File: config.mk
export PLATFORM = sky130hd
export DESIGN_NAME = counter_sequencer_flat
export DESIGN_NICKNAME = d
export VERILOG_FILES = /design/src/rtl/counter_seq_pkg.sv /design/src/rtl/counter_sequencer_if.sv /design/src/rtl/counter_seq_prescaler.sv /design/src/rtl/counter_sequencer.sv /design/src/flat_wrapper.sv
export SDC_FILE = /design/constraint.sdc
export NUM_CORES = 1
export LEC_CHECK = 0
export CAP_MARGIN = 10
export CORE_AREA = 5 5 63 65
export CTS_CLUSTER_DIAMETER = 150
export CTS_CLUSTER_SIZE = 14
export DETAILED_ROUTE_END_ITERATION = 12
export DIE_AREA = 0 0 68 70
export GPL_TIMING_DRIVEN = 0
export PLACE_DENSITY_LB_ADDON = 0.1
export SYNTH_ARGS = -nofsm -noshare
export SYNTH_HDL_FRONTEND = slang
export SYNTH_SLANG_ARGS = --single-unit
File: constraint.sdc
create_clock -name clk -period 3 [get_ports clk]
set_input_delay 0.6 -clock clk [delete_from_list [all_inputs] [get_ports clk]]
set_output_delay 0.6 -clock clk [all_outputs]
set_load 0.05 [all_outputs]
File: src/rtl/counter_seq_pkg.sv
// counter_seq_pkg: op codes, state encoding and RUN operand field positions
// shared by the counter sequencer and its testbench.
package counter_seq_pkg;

  localparam logic [1:0] OP_LOAD_LIMIT = 2'd0;
  localparam logic [1:0] OP_LOAD_COUNT = 2'd1;
  localparam logic [1:0] OP_RUN        = 2'd2;
  localparam logic [1:0] OP_STOP       = 2'd3;

  // RUN operand layout: bit0 direction (1 = down), bit1 one-shot, [7:4] prescale
  localparam int RUN_DIR_BIT     = 0;
  localparam int RUN_ONESHOT_BIT = 1;
  localparam int RUN_PRE_LSB     = 4;

  typedef enum logic {
    ST_IDLE    = 1'b0,
    ST_RUNNING = 1'b1
  } seq_state_t;

endpackage

File: src/rtl/counter_sequencer_if.sv
// counter_sequencer_if: command channel plus counter status outputs.
// master = command issuer, slave = the sequencer.
interface counter_sequencer_if #(parameter int WIDTH = 8);
  logic             cmd_valid;
  logic             cmd_ready;
  logic [1:0]       cmd_op;
  logic [WIDTH-1:0] cmd_data;
  logic [WIDTH-1:0] count;
  logic             busy;
  logic             done;
  logic             wrap;
  logic             err;

  modport master (output cmd_valid, cmd_op, cmd_data,
                  input  cmd_ready, count, busy, done, wrap, err);
  modport slave  (input  cmd_valid, cmd_op, cmd_data,
                  output cmd_ready, count, busy, done, wrap, err);
endinterface

File: src/rtl/counter_seq_prescaler.sv
// counter_seq_prescaler: step divider. tick is high on an enabled cycle when
// the phase counter matches pre, giving one tick every pre+1 enabled cycles.
// Built only when COUNTER_SEQ_PRESCALE_EN is defined.
`ifdef COUNTER_SEQ_PRESCALE_EN
module counter_seq_prescaler #(
  parameter int PRE_W = 4
) (
  input  logic             clk,
  input  logic             rst_n,
  input  logic             ena,
  input  logic             clear,
  input  logic [PRE_W-1:0] pre,
  output logic             tick
);

  logic [PRE_W-1:0] r_cnt;

  assign tick = ena && (r_cnt == pre);

  // phase counter: clear wins (RUN start), then wrap on tick, else count
  always_ff @(posedge clk or negedge rst_n) begin
    if (!rst_n)     r_cnt <= '0;
    else if (clear) r_cnt <= '0;
    else if (ena)   r_cnt <= tick ? '0 : r_cnt + 1'b1;
  end

endmodule
`endif

File: src/rtl/counter_sequencer.sv
// counter_sequencer: command-driven up/down counter with programmable limit,
// continuous or one-shot runs. Optional step prescaler enabled by defining
// COUNTER_SEQ_PRESCALE_EN; without it a step happens every enabled cycle.
module counter_sequencer
  import counter_seq_pkg::*;
#(
  parameter int WIDTH = 8,
  parameter int PRE_W = 4
) (
  input  logic                clk,
  input  logic                rst_n,
  input  logic                ena,
  counter_sequencer_if.slave  bus
);

  seq_state_t       r_state;
  logic [WIDTH-1:0] r_count;
  logic [WIDTH-1:0] r_limit;
  logic             r_dir;
  logic             r_oneshot;
  logic             r_done;
  logic             r_wrap;
  logic             r_err;

  logic w_running;
  logic w_acc;
  logic w_stop;
  logic w_term;
  logic w_step;

  assign w_running = (r_state == ST_RUNNING);
  assign w_acc     = bus.cmd_valid && ena;
  assign w_stop    = w_acc && (bus.cmd_op == OP_STOP);
  assign w_term    = r_dir ? (r_count == '0) : (r_count >= r_limit);

`ifdef COUNTER_SEQ_PRESCALE_EN
  logic [PRE_W-1:0] r_pre;
  logic             w_pre_clr;
  logic             w_pre_ena;

  assign w_pre_clr = w_acc && !w_running && (bus.cmd_op == OP_RUN);
  assign w_pre_ena = ena && w_running;

  counter_seq_prescaler #(.PRE_W(PRE_W)) u_pre (
    .clk   (clk),
    .rst_n (rst_n),
    .ena   (w_pre_ena),
    .clear (w_pre_clr),
    .pre   (r_pre),
    .tick  (w_step)
  );

  // prescale value is captured from the RUN operand
  always_ff @(posedge clk or negedge rst_n) begin
    if (!rst_n)         r_pre <= '0;
    else if (w_pre_clr) r_pre <= bus.cmd_data[RUN_PRE_LSB +: PRE_W];
  end
`else
  localparam int unused_pre_w = PRE_W;
  assign w_step = ena && w_running;
`endif

  // sequencer: command decode, stepping and registered event pulses
  always_ff @(posedge clk or negedge rst_n) begin
    if (!rst_n) begin
      r_state   <= ST_IDLE;
      r_count   <= '0;
      r_limit   <= '1;
      r_dir     <= 1'b0;
      r_oneshot <= 1'b0;
      r_done    <= 1'b0;
      r_wrap    <= 1'b0;
      r_err     <= 1'b0;
    end else if (ena) begin
      r_done <= 1'b0;
      r_wrap <= 1'b0;
      r_err  <= 1'b0;
      case (r_state)
        ST_IDLE: begin
          if (w_acc) begin
            case (bus.cmd_op)
              OP_LOAD_LIMIT: r_limit <= bus.cmd_data;
              OP_LOAD_COUNT: r_count <= bus.cmd_data;
              OP_RUN: begin
                r_dir     <= bus.cmd_data[RUN_DIR_BIT];
                r_oneshot <= bus.cmd_data[RUN_ONESHOT_BIT];
                r_state   <= ST_RUNNING;
              end
              default: ;
            endcase
          end
        end
        ST_RUNNING: begin
          // a STOP beats a coincident step: no count change, no pulse
          if (w_stop) begin
            r_state <= ST_IDLE;
          end else begin
            if (w_acc) r_err <= 1'b1;
            if (w_step) begin
              if (!w_term) begin
                r_count <= r_dir ? r_count - 1'b1 : r_count + 1'b1;
              end else if (r_oneshot) begin
                r_done  <= 1'b1;
                r_state <= ST_IDLE;
              end else begin
                r_count <= r_dir ? r_limit : '0;
                r_wrap  <= 1'b1;
              end
            end
          end
        end
        default: r_state <= ST_IDLE;
      endcase
    end else begin
      // pulses are not replayed once ena returns
      r_done <= 1'b0;
      r_wrap <= 1'b0;
      r_err  <= 1'b0;
    end
  end

  assign bus.cmd_ready = ena;
  assign bus.count     = r_count;
  assign bus.busy      = w_running;
  assign bus.done      = r_done && ena;
  assign bus.wrap      = r_wrap && ena;
  assign bus.err       = r_err  && ena;

endmodule

File: src/flat_wrapper.sv
// flat-port wrapper written by rule: the top's interface ports become plain ports
module counter_sequencer_flat import counter_seq_pkg::*;
#(
  parameter int WIDTH = 8,
  parameter int PRE_W = 4
)
  (clk, rst_n, ena, bus_cmd_valid, bus_cmd_op, bus_cmd_data, bus_cmd_ready, bus_count, bus_busy, bus_done, bus_wrap, bus_err);
  counter_sequencer_if #(.WIDTH(WIDTH)) bus_i ();
  input  logic clk;
  input  logic rst_n;
  input  logic ena;
  input wire logic [$bits(bus_i.cmd_valid)-1:0] bus_cmd_valid;
  input wire logic [$bits(bus_i.cmd_op)-1:0] bus_cmd_op;
  input wire logic [$bits(bus_i.cmd_data)-1:0] bus_cmd_data;
  output wire logic [$bits(bus_i.cmd_ready)-1:0] bus_cmd_ready;
  output wire logic [$bits(bus_i.count)-1:0] bus_count;
  output wire logic [$bits(bus_i.busy)-1:0] bus_busy;
  output wire logic [$bits(bus_i.done)-1:0] bus_done;
  output wire logic [$bits(bus_i.wrap)-1:0] bus_wrap;
  output wire logic [$bits(bus_i.err)-1:0] bus_err;
  assign bus_i.cmd_valid = bus_cmd_valid;
  assign bus_i.cmd_op = bus_cmd_op;
  assign bus_i.cmd_data = bus_cmd_data;
  assign bus_cmd_ready = bus_i.cmd_ready;
  assign bus_count = bus_i.count;
  assign bus_busy = bus_i.busy;
  assign bus_done = bus_i.done;
  assign bus_wrap = bus_i.wrap;
  assign bus_err = bus_i.err;
  counter_sequencer #(.WIDTH(WIDTH), .PRE_W(PRE_W)) u_core (.clk(clk), .rst_n(rst_n), .ena(ena), .bus(bus_i));
endmodule
==> metrics.cfg <==
[run_status]
status=completed

[hold_path]
worst_hold_path_type=flip-flop to flip-flop
worstHoldStart=u_core.r_limit[1]
min_to=u_core.r_limit[1]
hold_depth=2

[finish]
drive_gt1_frac=0.133
diodes=0
syn_to_final_growth_pct=22.5
final_nets=241
final_common_cell=nand2_1
final_cell_mix=36 x nand2_1, 25 x clkdlybuf4s50_1, 14 x ha_1, 14 x dfrtp_1, 12 x inv_1
fill_cells=298

[cts]
clock_sinks=22
htreeDepth=1
numCtsBuffers=3
tritoncts=yes
cts_hold_buf=0
cts_resized=0
clk_root_buffer_cell=clkbuf_4
clkLatencyLatePin_ns=0.30
path_clk_slew_ns=0.12
clk_path_buf_depth=2
postCtsSetupBuffers=0

[setup_path]
critPathLaunchType=input pin
path_class=input pin to output port
critPathRequiredTime_ns=2.40
critPathMaxFanout=9
rrSetupSlack_ns=0.58
regToRegStartpoint=u_core.r_dir
reg2reg_depth=8
endpoint_kind=output port
arrival_ns=1.89
r2r-end=u_core.bus.count[6]

[timing]
timing.fmax_mhz=402
setup_viol=0
fin_crit_ns=2.49
hold_viol=0
finalCritPeriodShare=0.830
max_slew_margin=0.333
fin_worst_skew_ns=0.00112
rsz0062_at_grt=no
tns_ns=0
drv_slew=0
tightestPinTransition_ns=0.998

[synth]
synth_enable_flop_cells=0
ys.flop_type=dfrtp_1
ys_warn_count=0
yosysSeqAreaShare=0.350
netlist_area_um2=1600
async_reset_ff_frac=1.00
synthCells=182
synth_nets=211
postSynthAreaPerCell_um2=8.80
ys_seq_elements=22
synthDistinctLibCells=42

[routing]
vias=1374
ant_nets=0
drt_iter0_markers=58
drc=0
wl_um=3680
drtPass1Iterations=4
post_drt_via_cell_ratio=5.35
routedWlPerCell_um=14.3

[power]
power_density_nw_per_um2=1200
clockPowerShare=0.097
power_mw=2.35
switching_share=0.488
power_frac_seq=0.266
p_int_mw=1.20
combPwrFrac=0.637
vdd_drop_max_v=0.000517
p_switching_mw=1.14
power.leakage_nw=0.837

[global_route]
grt_pass1_vias=1391
antenna_found_initial=0
grt_max_degree=23
grt.total_usage=0.173
grt_overflow=0
grt_pass1_wl_um=6440

[die]
io-pin-count=27
start_util=0.488
die-width_um=68
die_h_um=70
num_rows=21
core_area_um2=3280
dieArea_um2=4760

[place]
routabilityCongestion=0.863
port_buffers=25
dpl.hpwl_um=3010

[flow_run]
drv_cap=0

==> power groups by stage <==
stage | Clock (mW) | Sequential, mW | Combinational, mW
finish | 0.226 | 0.625 | 1.49
global route | 0.245 | 0.646 | 1.66
CTS | 0.231 | 0.621 | 1.51
detailed placement | 0 | 0.627 | 1.50
global placement | 0 | 0.620 | 1.46
floorplan | 0 | 0.773 | 0.954
==> synth_stat cells (2+ instances only) <==
master    instances  area, um^2
or4_4             2        22.5
o31ai_1           6        45.0
xnor2_1           4        35.0
dfrtp_1          14         350
nand3_1           3        15.0
o22ai_1           2        12.5
ha_1             14         175
o21bai_1          2        15.0
a211oi_1          3        22.5
nand2_1          36         135
nor3_1            4        20.0
a31oi_1           2        12.5
nand2b_1          4        25.0
clkbuf_1          3        11.3
a21o_1            2        15.0
o21ai_0           9        45.0
o21ai_1           5        25.0
and2_1            3        18.8
a21oi_1          11        55.1
o211ai_1          2        15.0
dfstp_2           8         210
mux2_2            3        33.8
nor2_1           10        37.5
inv_1            12        45.0
==> worst max-delay path, stage by stage <==
cell and delay, ns:
clkbuf_1 0.31, and2_1 0.19, clkdlybuf4s50_1 0.79
==> how the worst max path moves through the flow <==
stage	startpoint	end	slack, ns	depth (start not counted)
after global routing	ena	bus_done	0.40	3
after floorplan	u_core.bus.count[0]	u_core.bus.count[7]	0.66	9
after CTS	ena	bus_wrap	0.49	3
after global placement	ena	bus_done	0.53	3
after detailed placement	ena	bus_wrap	0.50	3
final	ena	bus_wrap	0.51	3
==> through the flow <==
step / util / instance area (um^2) / hold slack (ns) / setup slack [ns] / cells
final: 0.597 / 1960 / 0.518 / 0.511 / 257
after floorplan: - / 1600 / 0.304 / 0.663 / 182
after CTS: 0.597 / 1960 / 0.520 / 0.495 / 257
after global routing: 0.597 / 1960 / 0.551 / 0.405 / 257
after detailed placement: 0.581 / 1910 / 0.500 / 0.497 / 253
after global placement: 0.581 / 1910 / 0.491 / 0.527 / 253
==> per-layer routing <==
metal | GRT usage | routed length, um | part of all wire | up-vias
met4 | 0.0397 | 0 | 0 | 0
met3 | 0.0192 | 133 | 0.036 | 0
met5 | 0 | 0 | 0 | -
met2 | 0.282 | 1790 | 0.49 | 28
li1 | - | - | - | 695
met1 | 0.241 | 1750 | 0.48 | 651
==> area by class of cell <==
type                            count  area (um^2)  share of cell area
Multi-Input combinational cell    141          957               0.488
Sequential cell                    22          561               0.286
Timing Repair Buffer               25          250               0.128
Tap cell                           46         57.6              0.0293
Inverter                           12         45.0              0.0230
Buffer                              7         38.8              0.0198
Clock inverter                      1         30.0              0.0153
Clock buffer                        3         22.5              0.0115
==> state kept, by name, indices dropped and copies added (netlist names) <==
signal,flops
u_core.bus.count,8
u_core.r_limit,8
u_core.bus.busy,1
u_core.r_dir,1
u_core.r_done,1
u_core.r_err,1
u_core.r_oneshot,1
u_core.r_wrap,1
==> cell families (layout without fill, tap and decap cells) <==
family,Yosys count,after routing,share of synthesized area
mux,3,3,0.0211
xor+xnor,5,5,0.0273
buf+inv,19,48,0.0523
flops,22,22,0.350
simple gates,67,67,0.202
fa+ha+maj,15,15,0.122
compound gates,51,51,0.226
No activity file was read; power rests on OpenSTA's default activity.
